### config.mk
export PLATFORM = sky130hd
export DESIGN_NAME = mem_stage
export DESIGN_NICKNAME = d
export VERILOG_FILES = /design/src/rtl/mem_stage.sv
export SDC_FILE = /design/constraint.sdc
export NUM_CORES = 2
export LEC_CHECK = 0
export BUFFER_PORTS_ARGS = -buffer_cell sky130_fd_sc_hd__buf_2
export CAP_MARGIN = 20
export CORE_UTILIZATION = 48
export CTS_BUF_LIST = sky130_fd_sc_hd__clkbuf_16
export DETAILED_ROUTE_END_ITERATION = 10
export PLACE_DENSITY = 0.73
export SLEW_MARGIN = 40
export SYNTH_ARGS = -nofsm -noshare
export SYNTH_HDL_FRONTEND = slang
export SYNTH_SLANG_ARGS = --single-unit
### constraint.sdc
create_clock -name i_clock -period 6.1 [get_ports i_clock]
set_clock_uncertainty 0.05 [all_clocks]
set_input_delay 0.305 -clock i_clock [delete_from_list [all_inputs] [get_ports i_clock]]
set_output_delay 0.305 -clock i_clock [all_outputs]
set_load 0.02 [all_outputs]
### src/rtl/mem_stage.sv
// MEM pipeline stage: byte-lane flop data memory with aligned/extended loads,
// misalignment suppression, stall hold and MEM/WB output registers.

module mem_lane #(
  parameter int NB_WADDR = 6
) (
  input  logic                i_clock,
  input  logic                i_reset,
  input  logic                i_we,
  input  logic [NB_WADDR-1:0] i_waddr,
  input  logic [7:0]          i_wdata,
  output logic [7:0]          o_rdata
);
  localparam int DEPTH = 2**NB_WADDR;

  logic [DEPTH-1:0][7:0] mem;

  always_ff @(posedge i_clock or negedge i_reset) begin
    if (!i_reset)  mem          <= '0;
    else if (i_we) mem[i_waddr] <= i_wdata;
  end

  assign o_rdata = mem[i_waddr];
endmodule

module mem_stage #(
  parameter int NB_REG   = 32,
  parameter int NB_WADDR = 6
) (
  input  logic              i_clock,
  input  logic              i_reset,
  input  logic [NB_REG-1:0] i_alu_result,
  input  logic [NB_REG-1:0] i_write_data,
  input  logic              i_mem_read,
  input  logic              i_mem_write,
  input  logic [1:0]        i_width,
  input  logic              i_sign_ext,
  input  logic              i_reg_write,
  input  logic              i_mem_to_reg,
  input  logic [4:0]        i_rd_addr,
  input  logic              i_stall,
  output logic [NB_REG-1:0] o_read_data,
  output logic [NB_REG-1:0] o_alu_result,
  output logic [4:0]        o_rd_addr,
  output logic              o_reg_write,
  output logic              o_mem_to_reg,
  output logic              o_misaligned
);
  localparam int NB_LANE = NB_REG/8;

  logic [NB_WADDR-1:0] widx;
  logic [1:0]          lane;
  logic                misaligned, we, ld_ok, both;
  logic [NB_LANE-1:0]  be, lane_we;
  logic [NB_REG-1:0]   wdata, rword, ld_data;
  logic [7:0]          ld_byte;
  logic [15:0]         ld_half;

  // Upper address bits are dropped, so accesses wrap modulo memory size.
  assign widx = i_alu_result[NB_WADDR+1:2];
  assign lane = i_alu_result[1:0];

  always_comb begin
    misaligned = 1'b0;
    if (i_mem_read || i_mem_write) begin
      if (i_width == 2'b01)  misaligned = lane[0];
      else if (i_width[1])   misaligned = (lane != 2'b00);
    end
  end

  assign both  = i_mem_read & i_mem_write;
  assign we    = i_mem_write & ~i_stall & ~misaligned;
  assign ld_ok = i_mem_read & ~i_mem_write & ~misaligned;

  // Narrow store data is replicated across lanes; the byte enables pick the lane.
  always_comb begin
    be    = '1;
    wdata = i_write_data;
    case (i_width)
      2'b00: begin
        be    = NB_LANE'(1) << lane;
        wdata = {NB_LANE{i_write_data[7:0]}};
      end
      2'b01: begin
        be    = lane[1] ? NB_LANE'(4'b1100) : NB_LANE'(4'b0011);
        wdata = {(NB_LANE/2){i_write_data[15:0]}};
      end
      default: ;
    endcase
  end

  assign lane_we = be & {NB_LANE{we}};

  mem_lane #(.NB_WADDR(NB_WADDR)) u_lane [NB_LANE-1:0] (
    .i_clock (i_clock),
    .i_reset (i_reset),
    .i_we    (lane_we),
    .i_waddr (widx),
    .i_wdata (wdata),
    .o_rdata (rword)
  );

  assign ld_byte = rword[lane*8 +: 8];
  assign ld_half = rword[lane[1]*16 +: 16];

  always_comb begin
    case (i_width)
      2'b00:   ld_data = {{(NB_REG-8){i_sign_ext & ld_byte[7]}}, ld_byte};
      2'b01:   ld_data = {{(NB_REG-16){i_sign_ext & ld_half[15]}}, ld_half};
      default: ld_data = rword;
    endcase
  end

  always_ff @(posedge i_clock or negedge i_reset) begin
    if (!i_reset) begin
      o_read_data  <= '0;
      o_alu_result <= '0;
      o_rd_addr    <= '0;
      o_reg_write  <= 1'b0;
      o_mem_to_reg <= 1'b0;
      o_misaligned <= 1'b0;
    end else if (!i_stall) begin
      o_read_data  <= ld_ok ? ld_data : '0;
      o_alu_result <= i_alu_result;
      o_rd_addr    <= i_rd_addr;
      o_reg_write  <= i_reg_write & ~misaligned & ~both;
      o_mem_to_reg <= i_mem_to_reg;
      o_misaligned <= misaligned;
    end
  end
endmodule

# Word level (Yosys, flattened, before mapping)
# Index checks and enable logic that the tools add are counted.
totals:
  mem_bits_ro: 0
  n_memories: 0
  elab_cells: 308
  ram_bits: 0
  latch_bits: 0
  output_inout_bits: 72
  in_bits: 79
  register_bits: 2120
classes:
  eq_ne: 1
  mul: 0
  shift: 3
  div_mod_pow: 0
  addsub: 0
  n_reduce_logical: 4
  n_bitwise: 14
  muxes: 22
  order_cmp: 2
ops:
  columns: ["op", "count"]
  rows:
  - ["$bwmux W512", 4]
  - ["$bmux W8 S6", 4]
  - ["$pmux W32 S2", 2]
  - ["$demux W8 S6", 1]
  - ["$mux W8", 5]
  - ["$mux W32", 1]
  - ["$shiftx A32 B6 Y16", 1]
  - ["$shiftx A32 B6 Y8", 1]
  - ["$and A1 B1 Y1", 9]
  - ["$pmux W4 S2", 1]
  - ["$lt A6 B7 Y1 const B", 1]
  - ["$ge A6 B1 Y1 const B", 1]
  - ["$and A4 B4 Y4", 1]
  - ["$mux W4", 1]
  - ["$not A1 Y1", 4]
  - ["$shl A1 B2 Y4 const A", 1]
  - ["$mux W1", 3]
  - ["$eq A2 B1 Y1 const B", 1]
  - ["$logic_not A2 Y1", 1]
  - ["$reduce_bool A2 Y1", 1]
  - ["$logic_and A1 B1 Y1", 1]
  - ["$logic_or A1 B1 Y1", 1]

# Logic depth before layout (Yosys ltp)
depth:
  word_depth: 7
  depth_mapped: 15
  mapped_depth_nobuf: 8

# By module
# From an unflattened synthesis, not the netlist that was laid out.
hier_totals:
  cells_unflattened: 7242
  hier_area_um2: 98675.9
modules_own_cells:
  columns: ["module", "cells_per_inst", "area_each_um2", "n_inst"]
  rows:
  - ["mem_lane", 1732, 23752.8, 4]
  - ["mem_stage", 314, 3664.8, 1]

# Worst setup path after synthesis
# Ideal clock, no wire load.
synth_timing:
  path_kind: "input to register"
  from: "in i_alu_result[4]"
  to: "reg o_read_data[3]"
  required_ns: 5.924
  path_stages: 12
  setup_slack_ns: 3.361
  arrival_time_ns: 2.563
  cell_sequence: "buf_6 buf_6 buf_4 buf_4 buf_2 buf_2 mux4_2 a221oi_1 nor2_1 nor4_1 o22ai_1 a221o_1"
synth_via:
  elab_chain_cells: 5
  elab_cells_between_ends: 12
synth_rtl:
  columns: ["element", "line_no", "rtl"]
  rows:
  - ["from (decl)", "32", "input logic [NB_REG-1:0] i_alu_result,"]
  - ["$bmux W8 S6", "23", "assign o_rdata = mem[i_waddr];"]
  - ["$mux W8 (not written as such)", "23", null]
  - ["$shiftx A32 B6 Y16 / $shiftx A32 B6 Y8 (equally long branches)", "104, 103", null]
  - ["$pmux W32 S2 *", "107", "case (i_width)"]
  - ["$mux W32 *", "123", "o_read_data <= ld_ok ? ld_data : '0;"]
  - ["to (signal assigned)", "123", null]
  - ["to (decl)", "42", "output logic [NB_REG-1:0] o_read_data,"]
# Mark *: on every way between the ends. The rest lies on a longest branch, timed or not. The select of a mux whose other input is x is not followed.
# A chain may end at the register's enable or synchronous reset.

# Worst setup path after layout
layout_timing:
  from: "in i_alu_result[6]"
  to: "reg o_read_data[6]"
# Same word-level chain as after synthesis.

==> impl_results.md <==
- Fraction of the mapped netlist area in adder cells: 0%
- Total power draw: 30.2 mW
- Post-synthesis sequential area ratio: 57.7%
- TritonCTS Buffers: 206
- Max reg flops: 2048
- Post-synthesis mux area share: 9.45%
- DRT Pass-1 Iters: 11
- Core area: 0.190 mm2
- Sw Pwr: 7.81 mW
- Initial Util: 48.3%
- Die Width: 440 um
- Req. time, crit path: 6.80 ns
- Max_slew headroom: 36.1%
- Fmax achieved: 262 MHz
- PD cells: 294 mW/mm2
- Row count: 160
- WHS: 0.0297 ns
- Setup TNS: 0 ns
- Placed cells: 10700
- Async S/R FF share, synth: 100%
- Compound-Gate Fraction of Synth Area: 18.5%
- Routed WL per cell: 27.6 um
- Die height: 440 um
- YS warnings: 0
- Largest family of logic cells by synthesized area: compound AO/OA/AOI/OAI gates
- DP Wirelength: 192 mm
- Slew @ Worst Pin: 0.958 ns
- Register bit total from synthesis: 2120
- Seq pwr share: 50.0%
- Die Footprint: 0.193 mm2
- Remaining Overflow, GRT: 0
- DRC Markers: 0
- Pins Over Slew Limit: 0
- Xor/xnor share of the synthesized area: 0%
- EDFF count, synth: 0
- Post-DP Area: 0.0953 mm2
- Clk sinks: 2120
- Total GRT Usage: 31.9%
- Synthesized instance count: 8629
- Fin util: 54.0%
- Biggest regs: u_lane.mem: 2048 flops, o_alu_result: 32 flops, o_read_data: 32 flops
- Combinational Power Share: 8.4%
- Maxcap violations: 0
- Lkg Pwr: 45.8 nW
- Synth Flop Type: dfrtp_1
- Vias in the first global route: 71300
- CP endpoint kind: register
- Nets: 8571
- RSZ-0062 raised after global routing: false
- GP Congestion: 0.966
- Initial antenna violation count: 11
- CTS root buffer: clkbuf_16
- CTS H-tree lvls: 4
- Final WS setup: 2.28 ns
- Vias per cell: 6.51
- Synthesized area per cell: 10.7 um2
- Final Cell Area: 0.103 mm2
- Synthesized Nets: 8708
- Critical path type: in2reg
- Final Cycle Share: 62.7%
- Sw frac: 25.9%
- Post-synth cell types: 82
- IO buf count: 150
- Initial drt markers: 10100
- HP Class: in2reg
- Max VDD drop: 0.320 mV
- Final Hold Fails: 0
- Clk buf depth: 3
- Area Overhead vs Synth: 11.8%
- Wirelength, routed: 308 mm
- Clk_lat worst skew: 0.88 ns
- Outcome: complete, no violations
- Fill count: 15900
- I/O pin total: 151
- Setup Viol. Count Final: 0
- Critical path peak fanout: 21
- Int Pwr: 22.4 mW
- Setup crit start kind: input port
- Global-route wire length before repair: 464 mm
- Post-Synth Simple-Gate Area: 10.6%
- Largest Register: u_lane.mem
- Setup WS pre-CTS: 1.56 ns
- WP data arrival: 4.52 ns
- Via count: 72700
- Clk slew on worst S/H paths: 0.06 ns
- Clk pwr share: 41.6%
- Syn Std Cell Area: 0.0919 mm2
- Post_cts resized: 0
- Finished Layout Cells: 11200
- Post-CTS setup buffers: 0
- CTS tree: yes
- Post-route ant nets: 0
- Layout cell share with drive strength beyond 1: 16.4%
- Period minus WS final: 3.82 ns
- Largest net degree at the start of global routing: 161
==> path summary, 6_finish.rpt <==
kind	start	to	slack, ns	cells past startpoint
setup / recovery	i_alu_result[6]	o_read_data[6]	2.28	10
hold reg to reg	u_lane[3].mem[97]	u_lane[3].mem[97]	0.43	2
min in group asynchronous	i_reset	u_lane[0].mem[300]	0.14	3
setup reg to reg	u_lane[3].mem[25]	o_read_data[1]	2.57	8
hold / removal	i_write_data[29]	u_lane[3].mem[445]	0.03	4
max in group asynchronous	i_reset	u_lane[3].mem[84]	4.41	5
==> per-layer routing <==
metal	vias to the layer above	wire length [um]	track usage, %
met2	4487	135000	47.3
met5	-	54	0
met1	36300	116000	41.3
met4	8	22100	20.1
met3	1051	35400	8.90
li1	30900	-	-
==> layout make-up <==
type                    count  area (um2)  share of cell area (%)
clock inverters           168        1260                    1.22
inverters                  13        48.8                  0.0475
multi-input cells        5731       36300                    35.3
flip-flops and latches   2120       53100                    51.6
diodes                      3        7.51                 0.00731
repair buffers            420        3690                    3.60
well taps                2511        3140                    3.06
clock buffers             211        5280                    5.14
==> critical path: stages <==
cell	delay, ns
dlygate4sd3_1	0.62
buf_2	0.47
nor2_1	0.21
nand2_2	0.61
buf_4	0.55
a31oi_1	0.25
nor4_1	0.73
a31oi_1	0.36
a21oi_1	0.24
o221ai_1	0.14
==> power by group through the flow <==
| stage | Clock [mW] | Sequential [mW] | Combinational [mW] |
|---|---|---|---|
| 2_1_floorplan | 0 | 15.2 | 1.25 |
| 3_3_place_gp | 0 | 15.3 | 2.32 |
| 3_5_place_dp | 0 | 15.3 | 2.42 |
| 4_1_cts | 12.6 | 15.1 | 2.47 |
| 5_1_grt | 13.2 | 15.1 | 2.72 |
| 6_report | 12.5 | 15.1 | 2.55 |
==> kinds of logic after synthesis <==
logic type             Yosys count
multiplexers                   778
buffers and inverters          778
AO/OA/AOI/OAI                 2748
flip-flops                    2120
AND/OR/NAND/NOR               2205
==> cell usage after synthesis, drive strengths merged (5+ instances only) <==
| cell type | instances | area [um2] |
|---|---|---|
| clkbuf | 505 | 1900 |
| dfrtp | 2120 | 53100 |
| a31oi | 117 | 732 |
| or3 | 9 | 56.3 |
| nor4 | 16 | 106 |
| mux2 | 615 | 6930 |
| o22ai | 43 | 269 |
| and4b | 22 | 220 |
| nor2b | 9 | 56.3 |
| o31ai | 7 | 52.6 |
| inv | 13 | 48.8 |
| nand2b | 6 | 37.5 |
| o211a | 5 | 50.1 |
| a22o | 110 | 963 |
| mux2i | 153 | 1530 |
| a211oi | 6 | 45.0 |
| a2111oi | 25 | 239 |
| o2bb2ai | 16 | 140 |
| a221oi | 176 | 1570 |
| nor3b | 6 | 55.1 |
| a41oi | 11 | 96.3 |
| nor2 | 89 | 334 |
| a221o | 32 | 320 |
| buf | 260 | 1470 |
| nand4 | 26 | 163 |
| or2 | 6 | 37.5 |
| o22a | 9 | 78.8 |
| nand2 | 1622 | 6090 |
| or4 | 11 | 82.6 |
| nand3b | 7 | 52.6 |
| a21oi | 74 | 370 |
| nor3 | 78 | 721 |
| o32ai | 5 | 43.8 |
| nor4b | 16 | 146 |
| a222oi | 25 | 250 |
| and4 | 26 | 228 |
| nor4bb | 11 | 110 |
| and3 | 12 | 75.1 |
| nand3 | 219 | 1100 |
| and2 | 6 | 37.5 |
| a211o | 15 | 131 |
| mux4 | 10 | 229 |
| a22oi | 450 | 3380 |
| o21ai | 1587 | 7940 |
==> cell usage in the layout (no fill, tap or decap), drive strengths merged, types with 22 or more instances in the layout <==
cell type    netlist  final
o21ai           1587   1587
a31oi            117    117
a221o             32     32
buf              260    358
nand2           1622   1622
and4              26     26
dfrtp           2120   2120
a222oi            25     25
and4b             22     22
clkinv             0     92
mux2i            153    153
clkbuf           505    212
a22o             110    110
o22ai             43     43
a221oi           176    176
dlygate4sd3        0     61
nand3            219    219
nand4             26     26
nor3              78     78
a2111oi           25     25
inv               13     64
a21oi             74     74
a22oi            450    450
mux2             615    615
nor2              89     89
==> what timing repair did <==
action,in CTS,in global routing
hold buffers,62,0
setup endpoints to repair,0,0
endpoints found under the hold margin,927,0
Power figures use the tool's default switching activity.
